**config.mk**
```make
export PLATFORM = sky130hd
export DESIGN_NAME = hog_sqrt_sched
export DESIGN_NICKNAME = d
export VERILOG_FILES = /design/src/rtl/hog_sqrt_sched.sv
export SDC_FILE = /design/constraint.sdc
export NUM_CORES = 2
export LEC_CHECK = 0
export CORE_AREA = 10 10 488 490
export DETAILED_ROUTE_END_ITERATION = 6
export DIE_AREA = 0 0 498 500
export PLACE_DENSITY = 0.49
export SLEW_MARGIN = 20
export SYNTH_ARGS = -nofsm -noshare
export SYNTH_HDL_FRONTEND = slang
export SYNTH_SLANG_ARGS = --single-unit
```
**constraint.sdc**
```tcl
create_clock -name clk -period 23.1 [get_ports clk]
set_input_delay 2.31 -clock clk [delete_from_list [all_inputs] [get_ports clk]]
set_output_delay 2.31 -clock clk [all_outputs]
set_load 0.01 [all_outputs]
```
**src/rtl/hog_sqrt_sched.sv**
```systemverilog
// Time-shares N_SQRT pipelined sqrt lanes across one 36-element HOG bundle and reassembles results.
// Optional ZERO_SKIP_EN: all-zero groups are not issued and their results are written as 0 directly.
module hog_sqrt_sched #(
    parameter int N_ELEM   = 36,
    parameter int N_SQRT   = 4,
    parameter int IN_W     = 20,
    parameter int OUT_W    = 12,
    parameter int SQRT_LAT = 2
) (
    input  logic                    clk,
    input  logic                    rst_n,
    input  logic                    in_valid,
    output logic                    in_ready,
    input  logic [N_ELEM*IN_W-1:0]  in_data,
    output logic [N_SQRT*IN_W-1:0]  sq_num,
    input  logic [N_SQRT*OUT_W-1:0] sq_res,
    output logic                    out_valid,
    input  logic                    out_ready,
    output logic [N_ELEM*OUT_W-1:0] out_data,
    output logic                    busy,
    output logic [1:0]              dbg_state
);

    // Handshakes: a transfer happens on a rising edge where valid and ready are both high;
    // valid/data are held by the source until then, and ready never depends on valid.
    localparam int G  = (N_ELEM + N_SQRT - 1) / N_SQRT;
    localparam int GW = (G > 1) ? $clog2(G) : 1;

    typedef enum logic [1:0] {S_IDLE, S_ISSUE, S_DRAIN, S_OUT} state_e;

    state_e              state_q, state_d;
    logic [GW-1:0]       grp_q, grp_d;
    logic [IN_W-1:0]     ibuf_q [N_ELEM];
    logic [OUT_W-1:0]    obuf_q [N_ELEM];
    logic [SQRT_LAT-1:0] tag_live_q, tag_vld_q;
    logic [GW-1:0]       tag_grp_q [SQRT_LAT];

    logic [IN_W-1:0]         lane_num [N_SQRT];
    logic [OUT_W-1:0]        lane_res [N_SQRT];
    logic [N_SQRT*IN_W-1:0]  issue_flat;
    logic                    issuing, issue_vld, accept, drain_done;

    assign dbg_state = state_q;
    assign issuing   = (state_q == S_ISSUE);
    assign accept    = (state_q == S_IDLE) && in_valid;

    always_comb begin
        state_d   = state_q;
        grp_d     = grp_q;
        in_ready  = 1'b0;
        out_valid = 1'b0;
        busy      = 1'b1;
        case (state_q)
            S_IDLE: begin
                in_ready = 1'b1;
                busy     = 1'b0;
                if (in_valid) begin
                    state_d = S_ISSUE;
                    grp_d   = '0;
                end
            end
            S_ISSUE: begin
                if (grp_q == GW'(G - 1)) state_d = S_DRAIN;
                else                     grp_d   = grp_q + 1'b1;
            end
            S_DRAIN: begin
                if (drain_done) state_d = S_OUT;
            end
            S_OUT: begin
                out_valid = 1'b1;
                if (out_ready) state_d = S_IDLE;
            end
            default: state_d = S_IDLE;
        endcase
    end

    always_ff @(posedge clk) begin
        if (!rst_n) begin
            state_q <= S_IDLE;
            grp_q   <= '0;
        end else begin
            state_q <= state_d;
            grp_q   <= grp_d;
        end
    end

    // Lane l of the current group carries element grp*N_SQRT+l; indices past the bundle stay 0.
    always_comb begin
        for (int l = 0; l < N_SQRT; l++) lane_num[l] = '0;
        for (int e = 0; e < N_ELEM; e++) begin
            if (grp_q == GW'(e / N_SQRT)) lane_num[e % N_SQRT] = ibuf_q[e];
        end
        issue_flat = '0;
        for (int l = 0; l < N_SQRT; l++) issue_flat[IN_W*(N_SQRT-l)-1 -: IN_W] = lane_num[l];
        for (int l = 0; l < N_SQRT; l++) lane_res[l] = sq_res[OUT_W*(N_SQRT-l)-1 -: OUT_W];
    end

`ifdef ZERO_SKIP_EN
    logic [N_SQRT*IN_W-1:0] sq_hold_q;

    assign issue_vld = |issue_flat;

    always_ff @(posedge clk) begin
        if (!rst_n) sq_hold_q <= '0;
        else        sq_hold_q <= sq_num;
    end

    always_comb begin
        sq_num = '0;
        if (issuing) sq_num = issue_vld ? issue_flat : sq_hold_q;
    end
`else
    assign issue_vld = 1'b1;

    always_comb begin
        sq_num = '0;
        if (issuing) sq_num = issue_flat;
    end
`endif

    // The last stage is the tag whose result is on sq_res this cycle, so only earlier stages
    // need to be empty before moving to OUT on this edge.
    always_comb begin
        drain_done = 1'b1;
        for (int i = 0; i < SQRT_LAT - 1; i++) begin
            if (tag_live_q[i]) drain_done = 1'b0;
        end
    end

    always_ff @(posedge clk) begin
        if (!rst_n) begin
            tag_live_q <= '0;
            tag_vld_q  <= '0;
            for (int i = 0; i < SQRT_LAT; i++) tag_grp_q[i] <= '0;
            for (int e = 0; e < N_ELEM; e++) begin
                ibuf_q[e] <= '0;
                obuf_q[e] <= '0;
            end
        end else begin
            tag_live_q[0] <= issuing;
            tag_vld_q[0]  <= issuing && issue_vld;
            tag_grp_q[0]  <= grp_q;
            for (int i = SQRT_LAT - 1; i > 0; i--) begin
                tag_live_q[i] <= tag_live_q[i-1];
                tag_vld_q[i]  <= tag_vld_q[i-1];
                tag_grp_q[i]  <= tag_grp_q[i-1];
            end
            if (accept) begin
                for (int e = 0; e < N_ELEM; e++) ibuf_q[e] <= in_data[IN_W*(N_ELEM-e)-1 -: IN_W];
            end
            for (int e = 0; e < N_ELEM; e++) begin
                if (tag_vld_q[SQRT_LAT-1] && (tag_grp_q[SQRT_LAT-1] == GW'(e / N_SQRT)))
                    obuf_q[e] <= lane_res[e % N_SQRT];
`ifdef ZERO_SKIP_EN
                else if (issuing && !issue_vld && (grp_q == GW'(e / N_SQRT)))
                    obuf_q[e] <= '0;
`endif
            end
        end
    end

    always_comb begin
        out_data = '0;
        for (int e = 0; e < N_ELEM; e++) out_data[OUT_W*(N_ELEM-e)-1 -: OUT_W] = obuf_q[e];
    end

endmodule

```
==> summary.md <==
| Metric | Value |
|---|---|
| Critical Path Sink Type | `primary output` |
| Worst hold slack | `0.4340 ns` |
| Critical path's largest stage delay | `0.81 ns` |
| Power Internal | `4.666 mW` |
| Period utilization | `0.3446` |
| Cell taking the most area after synthesis | `edfxtp_1` |
| Cell count after synthesis | `3477` |
| First-pass GRT wire length | `310.8 mm` |
| Fmax | `125.6 MHz` |
| Post-cts sizing count | `0` |
| Worst reg2reg path endpoint | `ibuf_q[5][8]` |
| DR DRC count | `0` |
| FF-to-FF Start | `dbg_state[0]` |
| Synth Net Count | `4257` |
| Total CTS buffers | `136` |
| CTS tree | `built` |
| Grt ovf | `0` |
| Post-synth EDFFs | `1152` |
| # rows | `176` |
| Hold path endpoint | `tag_grp_q[0][6]` |
| Drt first-iter violations | `3391` |
| Net Switching | `1.935 mW` |
| Nets | `5451` |
| Worst min-delay path startpoint | `tag_grp_q[0][2]` |
| Pin slew with the least headroom to its limit | `1.109 ns` |
| Synth Warn # | `0` |
| Clk slew on worst S/H paths | `0.06 ns` |
| # Post-CTS Setup Buffers | `0` |
| Primary FF master, synth | `edfxtp_1` |
| Die Y | `500 um` |
| Cell Chain, Critical Path | `ha_4, buf_4, or2_4, buf_4, buf_4, a221o_1, a22oi_1, o22ai_1, a32o_1, clkdlybuf4s50_1` |
| Clock Tree Root | `clkbuf_16` |
| Final WL | `229.2 mm` |
| Worst VDD drop | `0.00005479 V` |
| I/O Pins | `1289` |
| Clk_skew | `0.02061 ns` |
| Core Box Area | `228600 um2` |
| Synthesized flop and latch total | `1168` |
| Post-synthesis sequential area ratio | `0.7183` |
| Fraction of registers with async set/reset | `0` |
| Worst Reg-to-Reg Cells | `8` |
| Number of detailed-route iterations in the first pass | `6` |
| Initial Util | `0.2127` |
| CP max FO | `47` |
| Fin crit period | `7.960 ns` |
| Avg Inst Size Synth | `13.98 um2` |
| Unique masters post-synth | `39` |
| Top-count cell post-synth | `edfxtp_1` |
| Area Growth Syn to Fin | `43.05%` |
| Worst skew pair latency | `0.79 ns` |
| R2r setup slk | `17.39 ns` |
| Gr usage total | `0.1749` |
| Worst EP required | `20.79 ns` |
| Vias in the first global route | `36686` |
| CP dominant cell by count | `buf_4` |
| Net switching fraction of the power | `0.2932` |
| Die footprint | `249000 um2` |
| Clock Power Share | `0.343` |
| Power Total | `6.601 mW` |
| Die W | `498 um` |
| Most frequent cells after synthesis | `1152 x edfxtp_1, 752 x and2_1, 262 x clkbuf_1` |
| HPWL after detailed placement | `166.3 mm` |
| PD cells | `94.93 nW/um2` |
| Number of buffers added on ports | `1288` |
| Hold buffer count at CTS | `0` |
| Vias/cell | `4.537` |
| RSZ-0062 raised after global routing | `false` |
| Fraction of layout cells with a size suffix above 1 | `0.06202` |
| Routability Congestion | `0.8387` |
| Pins over their slew limit | `0` |
| Min-delay worst type | `flip-flop to flip-flop` |
| Hold Vio Cnt, Final | `0` |
| Arr. time, crit path | `5.65 ns` |
| TritonCTS Sinks | `1168` |
| Synth top area share | `0.7117` |
| DR vias | `35597` |
| Register area | `34920 um2` |
| Area of placed instances | `64790 um2` |
| Combinational share of power | `0.211` |
| Worst hold stages | `1` |
| Final setup violation count | `0` |
| Multi-input logic area | `12520 um2` |
| Synthesized area | `48610 um2` |
| Setup TNS | `0 ns` |
| Htree depth | `4` |
| Sequential fraction of design power | `0.446` |
| Outcome | `finished, final reports clean` |
| Slew HR | `0.2610` |
| Max-cap violations | `0` |
| Filler instances | `22988` |
| Wirelength per Cell | `29.21 um` |
| Leading post-synthesis cells by cell area | `edfxtp_1 71%, and2_1 9.7%, and3_1 2.5%, o22ai_1 2.0%, clkbuf_1 2.0%` |
| Leakage power | `25.17 nW` |
| Crit Path Class | `flip-flop to primary output` |
| Initial antenna violation count | `77` |
| Crit start category | `flip-flop` |
| Slowest cell on the critical path | `clkdlybuf4s50_1` |
| Worst-case clock buffer depth | `3` |
| Number of antenna-violating nets in the routed design | `0` |
| Finished layout cell area | `69540 um2` |
| Largest net degree at the start of global routing | `132` |
## kinds of logic (layout without fill, tap and decap cells)
kind of cell    Yosys count  after routing  share of synthesized area
other cells               0             47                          0
simple gates           1229           1229                     0.1448
compound gates          731            731                     0.1065
fa+ha+maj                 8              8                   0.002059
flops                  1168           1168                     0.7183
mux                       2              2                  0.0004119
xor+xnor                  1              1                  0.0001802
buf+inv                 338           1634                    0.02780
## cell type report
type                            instances  area share
Antenna cell                           47    0.001691
Clock buffer                          169     0.05164
Clock inverter                         71     0.01445
Inverter                               34    0.001907
Multi-Input combinational cell       1971      0.1800
Sequential cell                      1168      0.5022
Tap cell                             3026     0.05445
Timing Repair Buffer                 1360      0.1937
## metrics by stage
step	setup WS, ns	std cells	util
after floorplan	3.433	3477	-
after global placement	15.38	7555	0.2833
after detailed placement	15.36	7557	0.2835
after CTS	14.96	7797	0.3036
after global routing	14.85	7835	0.3041
final	15.14	7846	0.3042
## worst max path at each step
stage,from,end,slack (ns),depth (start not counted)
2_1_floorplan,rst_n,ibuf_q[0][0],3.43,4
3_5_place_dp,in_valid,ibuf_q[0][4],15.36,7
4_1_cts,grp_q[0],sq_num[79],14.96,10
6_report,grp_q[0],sq_num[79],15.14,10
5_1_grt,grp_q[0],sq_num[79],14.85,10
3_3_place_gp,in_valid,ibuf_q[0][4],15.38,7
## sequential cells by signal (all words and copies together), names as in the netlist
name	flops
grp_q	4
dbg_state	2
obuf_q	432
ibuf_q	720
tag_vld_q	2
tag_grp_q	8
## power groups by stage
| stage | sequential (mW) | combinational, mW | clock (mW) |
|---|---|---|---|
| global placement | 2.99 | 1.40 | 0 |
| detailed placement | 2.99 | 1.41 | 0 |
| global route | 2.97 | 1.48 | 2.39 |
| CTS | 2.95 | 1.41 | 2.31 |
| floorplan | 3.13 | 0.662 | 0 |
| finish | 2.95 | 1.39 | 2.26 |
## critical path: cells and delay by family, from the launching register on
| family | cells | cell delay (ns) |
|---|---|---|
| compound gates | 4 | 0.67 |
| flops | 1 | 0.52 |
| simple gates | 1 | 0.40 |
| buf+inv | 4 | 2.57 |
| fa+ha+maj | 1 | 0.53 |
## per-layer routing
layer  part of all wire  GRT usage
met2               0.51     0.3067
met5             0.0015          0
met3              0.085    0.05368
met4              0.032    0.06825
met1               0.38     0.1989
## placed cells by master (no fill, tap or decap), drive strengths merged
master / netlist / final
and2: 752 / 752
dfxtp: 16 / 16
a2111oi: 1 / 1
bufinv: 0 / 20
buf: 42 / 72
a221o: 79 / 79
clkbuf: 262 / 170
nand3b: 1 / 1
xor2: 1 / 1
a21oi: 84 / 84
a21o: 1 / 1
a22oi: 79 / 79
and3b: 1 / 1
a221oi: 81 / 81
edfxtp: 1152 / 1152
clkdlybuf4s50: 0 / 1287
diode: 0 / 47
clkinv: 1 / 40
inv: 33 / 43
nor2: 212 / 212
and3: 192 / 192
ha: 8 / 8
nor3: 4 / 4
a211oi: 2 / 2
o22a: 1 / 1
nand3: 4 / 4
o21a: 1 / 1
or2: 1 / 1
a32oi: 1 / 1
nand2: 49 / 49
o21ai: 164 / 164
a32o: 79 / 79
nand2b: 4 / 4
clkinvlp: 0 / 2
o22ai: 158 / 158
nor2b: 8 / 8
mux2i: 2 / 2
and4b: 1 / 1
Note: power is estimated with default switching activity, not from simulation.
